## config.mk

```make
export PLATFORM = sky130hd
export DESIGN_NAME = mux_select_flat
export DESIGN_NICKNAME = d
export VERILOG_FILES = /design/src/rtl/mux_select_if.sv /design/src/rtl/mux_select.sv /design/src/flat_wrapper.sv
export SDC_FILE = /design/constraint.sdc
export NUM_CORES = 1
export LEC_CHECK = 0
export ABC_AREA = 0
export BUFFER_PORTS_ARGS = -buffer_cell sky130_fd_sc_hd__buf_2
export CELL_PAD_IN_SITES_DETAIL_PLACEMENT = 1
export CELL_PAD_IN_SITES_GLOBAL_PLACEMENT = 2
export CORE_UTILIZATION = 20
export CTS_CLUSTER_DIAMETER = 200
export DETAILED_ROUTE_END_ITERATION = 6
export GPL_ROUTABILITY_DRIVEN = 0
export PLACE_DENSITY_LB_ADDON = 0.25
export SLEW_MARGIN = 0
export SYNTH_ARGS = -nofsm -noshare
export SYNTH_HDL_FRONTEND = slang
export SYNTH_SLANG_ARGS = --single-unit
```

## constraint.sdc

```tcl
create_clock -name clk -period 2.4 [get_ports clk]
set_input_delay 0.48 -clock clk [delete_from_list [all_inputs] [get_ports clk]]
set_output_delay 0.48 -clock clk [all_outputs]
set_load 0.02 [all_outputs]
```

## src/rtl/mux_select_if.sv

```systemverilog
// Bus bundle for the N-way word mux: flattened slots, select and enable in;
// combinational and registered results out.
interface mux_select_if #(
    parameter int WIDTH = 3,
    parameter int NUM   = 8
);
    localparam int SEL_W = (NUM < 2) ? 1 : $clog2(NUM);

    logic [NUM*WIDTH-1:0] in;
    logic [SEL_W-1:0]     select;
    logic                 en;
    logic [WIDTH-1:0]     out;
    logic                 sel_err;
    logic [WIDTH-1:0]     out_q;
    logic                 sel_err_q;

    modport master (
        output in, select, en,
        input  out, sel_err, out_q, sel_err_q
    );

    modport slave (
        input  in, select, en,
        output out, sel_err, out_q, sel_err_q
    );
endinterface

```

## src/rtl/mux_select.sv

```systemverilog
// Parameterized N-way word multiplexer; slot 0 sits in the MSBs of the bus.
// Provides a combinational result plus an enable-loaded registered copy.
module mux_select #(
    parameter int WIDTH = 3,
    parameter int NUM   = 8
) (
    input logic        clk,
    input logic        reset,
    mux_select_if.slave bus
);
    localparam int SEL_W = (NUM < 2) ? 1 : $clog2(NUM);

    if (NUM < 2) begin : g_bad_num
        $error("mux_select: NUM must be >= 2");
    end
    if (WIDTH < 1) begin : g_bad_width
        $error("mux_select: WIDTH must be >= 1");
    end

    logic [NUM-1:0][WIDTH-1:0] slots;
    logic [WIDTH-1:0]          mux_out;
    logic                      err;
    logic [WIDTH-1:0]          out_r;
    logic                      err_r;

    for (genvar k = 0; k < NUM; k++) begin : g_slot
        assign slots[k] = bus.in[(NUM-1-k)*WIDTH +: WIDTH];
    end

    // Out-of-range selects (non power-of-2 NUM) fall through to zero with err set.
    always_comb begin
        mux_out = '0;
        err     = 1'b1;
        for (int k = 0; k < NUM; k++) begin
            if (bus.select == SEL_W'(k)) begin
                mux_out = slots[k];
                err     = 1'b0;
            end
        end
    end

    always_ff @(posedge clk or negedge reset) begin
        if (!reset) begin
            out_r <= '0;
            err_r <= 1'b0;
        end else if (bus.en) begin
            out_r <= mux_out;
            err_r <= err;
        end
    end

    assign bus.out       = mux_out;
    assign bus.sel_err   = err;
    assign bus.out_q     = out_r;
    assign bus.sel_err_q = err_r;
endmodule

```

## src/flat_wrapper.sv

```systemverilog
// flat-port wrapper written by rule: the top's interface ports become plain ports
module mux_select_flat 
#(
    parameter int WIDTH = 3,
    parameter int NUM   = 8
)
  (clk, reset, bus_in, bus_select, bus_en, bus_out, bus_sel_err, bus_out_q, bus_sel_err_q);
  mux_select_if #(.WIDTH(WIDTH), .NUM(NUM)) bus_i ();
  input logic clk;
  input logic reset;
  input wire logic [$bits(bus_i.in)-1:0] bus_in;
  input wire logic [$bits(bus_i.select)-1:0] bus_select;
  input wire logic [$bits(bus_i.en)-1:0] bus_en;
  output wire logic [$bits(bus_i.out)-1:0] bus_out;
  output wire logic [$bits(bus_i.sel_err)-1:0] bus_sel_err;
  output wire logic [$bits(bus_i.out_q)-1:0] bus_out_q;
  output wire logic [$bits(bus_i.sel_err_q)-1:0] bus_sel_err_q;
  assign bus_i.in = bus_in;
  assign bus_i.select = bus_select;
  assign bus_i.en = bus_en;
  assign bus_out = bus_i.out;
  assign bus_sel_err = bus_i.sel_err;
  assign bus_out_q = bus_i.out_q;
  assign bus_sel_err_q = bus_i.sel_err_q;
  mux_select #(.WIDTH(WIDTH), .NUM(NUM)) u_core (.clk(clk), .reset(reset), .bus(bus_i));
endmodule
```

# After elaboration in Yosys (flattened, before gate mapping)
# Index checks and enable logic that the tools add are counted.
# op_classes
n_eq_ne,7
reduce_logical,1
n_mux,16
# op_table
op,count
$mux 3,8
$eq 3x3->1 const B,4
$mux 1,8
$eq 3x2->1 const B,2
$eq 3x1->1 const B,1
$logic_not 3->1,1
# word_totals
elab_cells,26
input_bits,30
out_inout_bits,8
ff_bits,4

# Longest topological paths before layout
# depth
word_depth,9
depth_mapped,6
ltp_nobuf,4

# Worst setup path after synthesis
# Ideal clock, no wire load.
# synth_path
kind,in2out
from,input bus_select[0]
to,output bus_out[0]
n_path_buf,2
required_time_ns,1.920
path_slack_ns,0.526
cell_stages,5
arrival_ns,1.394
path_cell_list,buf_4 > buf_6 > o21ai_0 > a211oi_2 > o21ai_1
# synth_via
elab_chain_len,9
elab_cells_between_ends,16
classes_between,eq/ne (7); mux (8); reduce/logical (1)
# synth_rtl
element,line_no,rtl
from (decl),flat_wrapper.sv:12,input wire logic [$bits(bus_i.select)-1:0] bus_select;
$logic_not 3->1,mux_select.sv:35,if (bus.select == SEL_W'(k)) begin
$mux 3 (7 in series),mux_select.sv:35,
$mux 3 (*),mux_select.sv:35,
to (decl),flat_wrapper.sv:14,output wire logic [$bits(bus_i.out)-1:0] bus_out;
# Every way passes the cells marked *; elsewhere a longest branch is shown, timed or not.

# Worst setup path in the final report
# layout_path
from,input bus_select[1]
to,output bus_out[1]
# The elaborated chain is that of the path after synthesis.

==> impl_metrics.toml <==
[yosys]
seq_area_frac_synth = 0.202
synth_seq_cells = 4
syn_area_um2 = 495
avgSynthCellArea_um2 = 8.54
synth_cells = 58
synth_nets = 88
synth.largest_area_cell = "dfrtp_1"
yosys_warnings = 0
synthDistinctLibCells = 19
netlist_top_cells_area = "dfrtp_1 20%, o21ai_0 8.1%, a211oi_2 7.6%, o31ai_2 7.6%, o21ai_1 7.1%"
synth.top_cell.area_share = 0.202

[layout]
drive_above_1_share = 0.527
final_util = 0.293
finish.net_count = 123
final_area_um2 = 667
final_common_cell = "buf_2"
syn_to_final_growth_pct = 34.6
layout_common_cells = "36 x buf_2, 8 x o21ai_0, 7 x o21ai_1"
n_antenna_cell = 0
final_cells = 119

[worst_setup_path]
cp-startpoint = "bus_select[1]"
rr_worst_depth = 2
crit_arrival_ns = 1.67
path_buf_inv = 2
critPathTopFamily = "compound AO/OA/AOI/OAI gates"
path_cells = "buf_2 -> mux2i_1 -> o21ai_1 -> a211oi_2 -> o21ai_1 -> buf_2"
critPathKind = "primary input to output port"
crit_fanout = 19
cp-end-kind = "output port"
slowest_stage = "a211oi_2"
worstReg2RegStart = "u_core.bus.out_q[2]"
slowest_delay_ns = 0.29
cp_data_required_time_ns = 1.92
start_kind = "primary input"
r2r_end = "u_core.bus.out_q[2]"
r2r_slack_ns = 1.61

[sta]
min_period_ns = 2.15
final_hold_viol_count = 0
rsz0062_at_grt = "false"
setup_tns_ns = 0
finalMaxSlewViolations = 0
skew_ns = 0
whs_ns = 0.0451
finalWorstSetupSlack_ns = 0.251
fmax_mhz = 465
min_period_over_period = 0.895
finalSetupViolations = 0

[clock_tree]
cts-root-buf = "clkbuf_4"
post_cts_buffers = 0
cts_tree = "built"
cts.path.max_buffers = 2
ctsHoldBuffers = 0
cts_resized = 0
clk_pin_slew_ns = 0.04
worstSkewPairLatency_ns = 0.24
htreeDepth = 1
cts_buffers = 3
cts_sinks = 4

[placed_design]
dp.cells = 116
numPortBuffers = 36
post-dp-hpwl_mm = 1.23
dpl-instance-area_um2 = 644
dp_slack_ns = 0.235

[die]
ios = 38
rows = 17
die_height_um = 51.8
die-area_um2 = 2680
initial_utilization = 0.218
die_w_um = 51.8
core-area_um2 = 2280

[routing]
firstDrtPassIters = 4
drt_iter0_drc = 6
avgViaCountPerCell = 4.82
totalWireLength_mm = 1.50
post_drt_wl_per_cell_um = 12.6
drc = 0
ant_nets = 0
vias = 573

[power]
power_frac_seq = 0.283
p_total_mw = 0.271
p_clk_frac = 0.307
max-vdd-ir-drop_v = 0.000220
p_int_mw = 0.177
power.switching_mw = 0.0941
pwr_density_cell_nw_per_um2 = 406
switching_share = 0.348
p_leak_nw = 0.323
comb_power_share = 0.410

[run]
cap_violations = 0

[grt]
gr-usage-all-layers = 0.112
grt_pass1_wl_mm = 2.21
grt_start_max_net_pins = 20
grt_pass1_vias = 534
antenna_found_initial = 0
grt_overflow_total = 0

[status]
status = "finished clean"

[hold_path]
hp-class = "primary input to asynchronous set/reset pin"
-- logic make-up after synthesis --
kind of cell	count (synthesis)	synth area share
compound gates	24	0.333
mux	3	0.0606
other cells	1	0.00757
buf+inv	9	0.157
simple gates	17	0.240
flops	4	0.202
-- worst register-to-register path, delay by kind of cell, from the launching register on --
family / cells / cell delay (ns)
AO/OA/AOI/OAI: 2 / 0.30
flip-flops: 1 / 0.36
-- state kept, by name, summed over array words and instances (netlist names) --
signal	cells
u_core.bus.sel_err_q	1
u_core.bus.out_q	3
-- worst max path at each step --
stage                            end  slack (ns)  cells after the start
after detailed placement  bus_out[1]        0.24                      6
after floorplan           bus_out[0]        0.53                      5
final                     bus_out[1]        0.25                      6
after CTS                 bus_out[1]        0.23                      6
after global placement    bus_out[0]        0.26                      6
after global routing      bus_out[1]        0.15                      6
-- power groups by stage --
| stage | registers (mW) | logic (mW) | clock network [mW] |
|---|---|---|---|
| 3_3_place_gp | 0.0774 | 0.111 | 0 |
| 4_1_cts | 0.0766 | 0.113 | 0.0875 |
| 2_1_floorplan | 0.0851 | 0.0675 | 0 |
| 3_5_place_dp | 0.0774 | 0.113 | 0 |
| 5_1_grt | 0.0771 | 0.121 | 0.0948 |
| 6_report | 0.0766 | 0.111 | 0.0831 |
-- routing by layer --
metal,global-route usage,vias to the layer above,routed length [µm],share of wire
li1,-,285,-,-
met1,0.130,270,626,0.42
met2,0.197,18,787,0.52
met3,0.0380,0,88,0.059
met4,0.0270,0,0,0
met5,0,-,0,0
-- synthesized netlist by cell type --
cell type and n:
nand4_1 3, conb_1 1, mux2i_1 3, o21ai_0 8, o31ai_2 3, buf_4 2
buf_6 2, inv_1 3, a21oi_1 3, nor2b_1 1, clkbuf_8 1, nand2_1 4
o21ai_1 7, nand4b_1 3, nand3b_1 3, dfrtp_1 4, buf_8 1, a211oi_2 3
and4_2 3
-- layout make-up --
cell class	instances	area, µm²
inverters	3	11.3
repair buffers	36	180
flip-flops and latches	4	100
clock buffers	3	22.5
fillers	286	1610
multi-input cells	45	318
well taps	28	35.0
(Power assumes the default switching activity.)
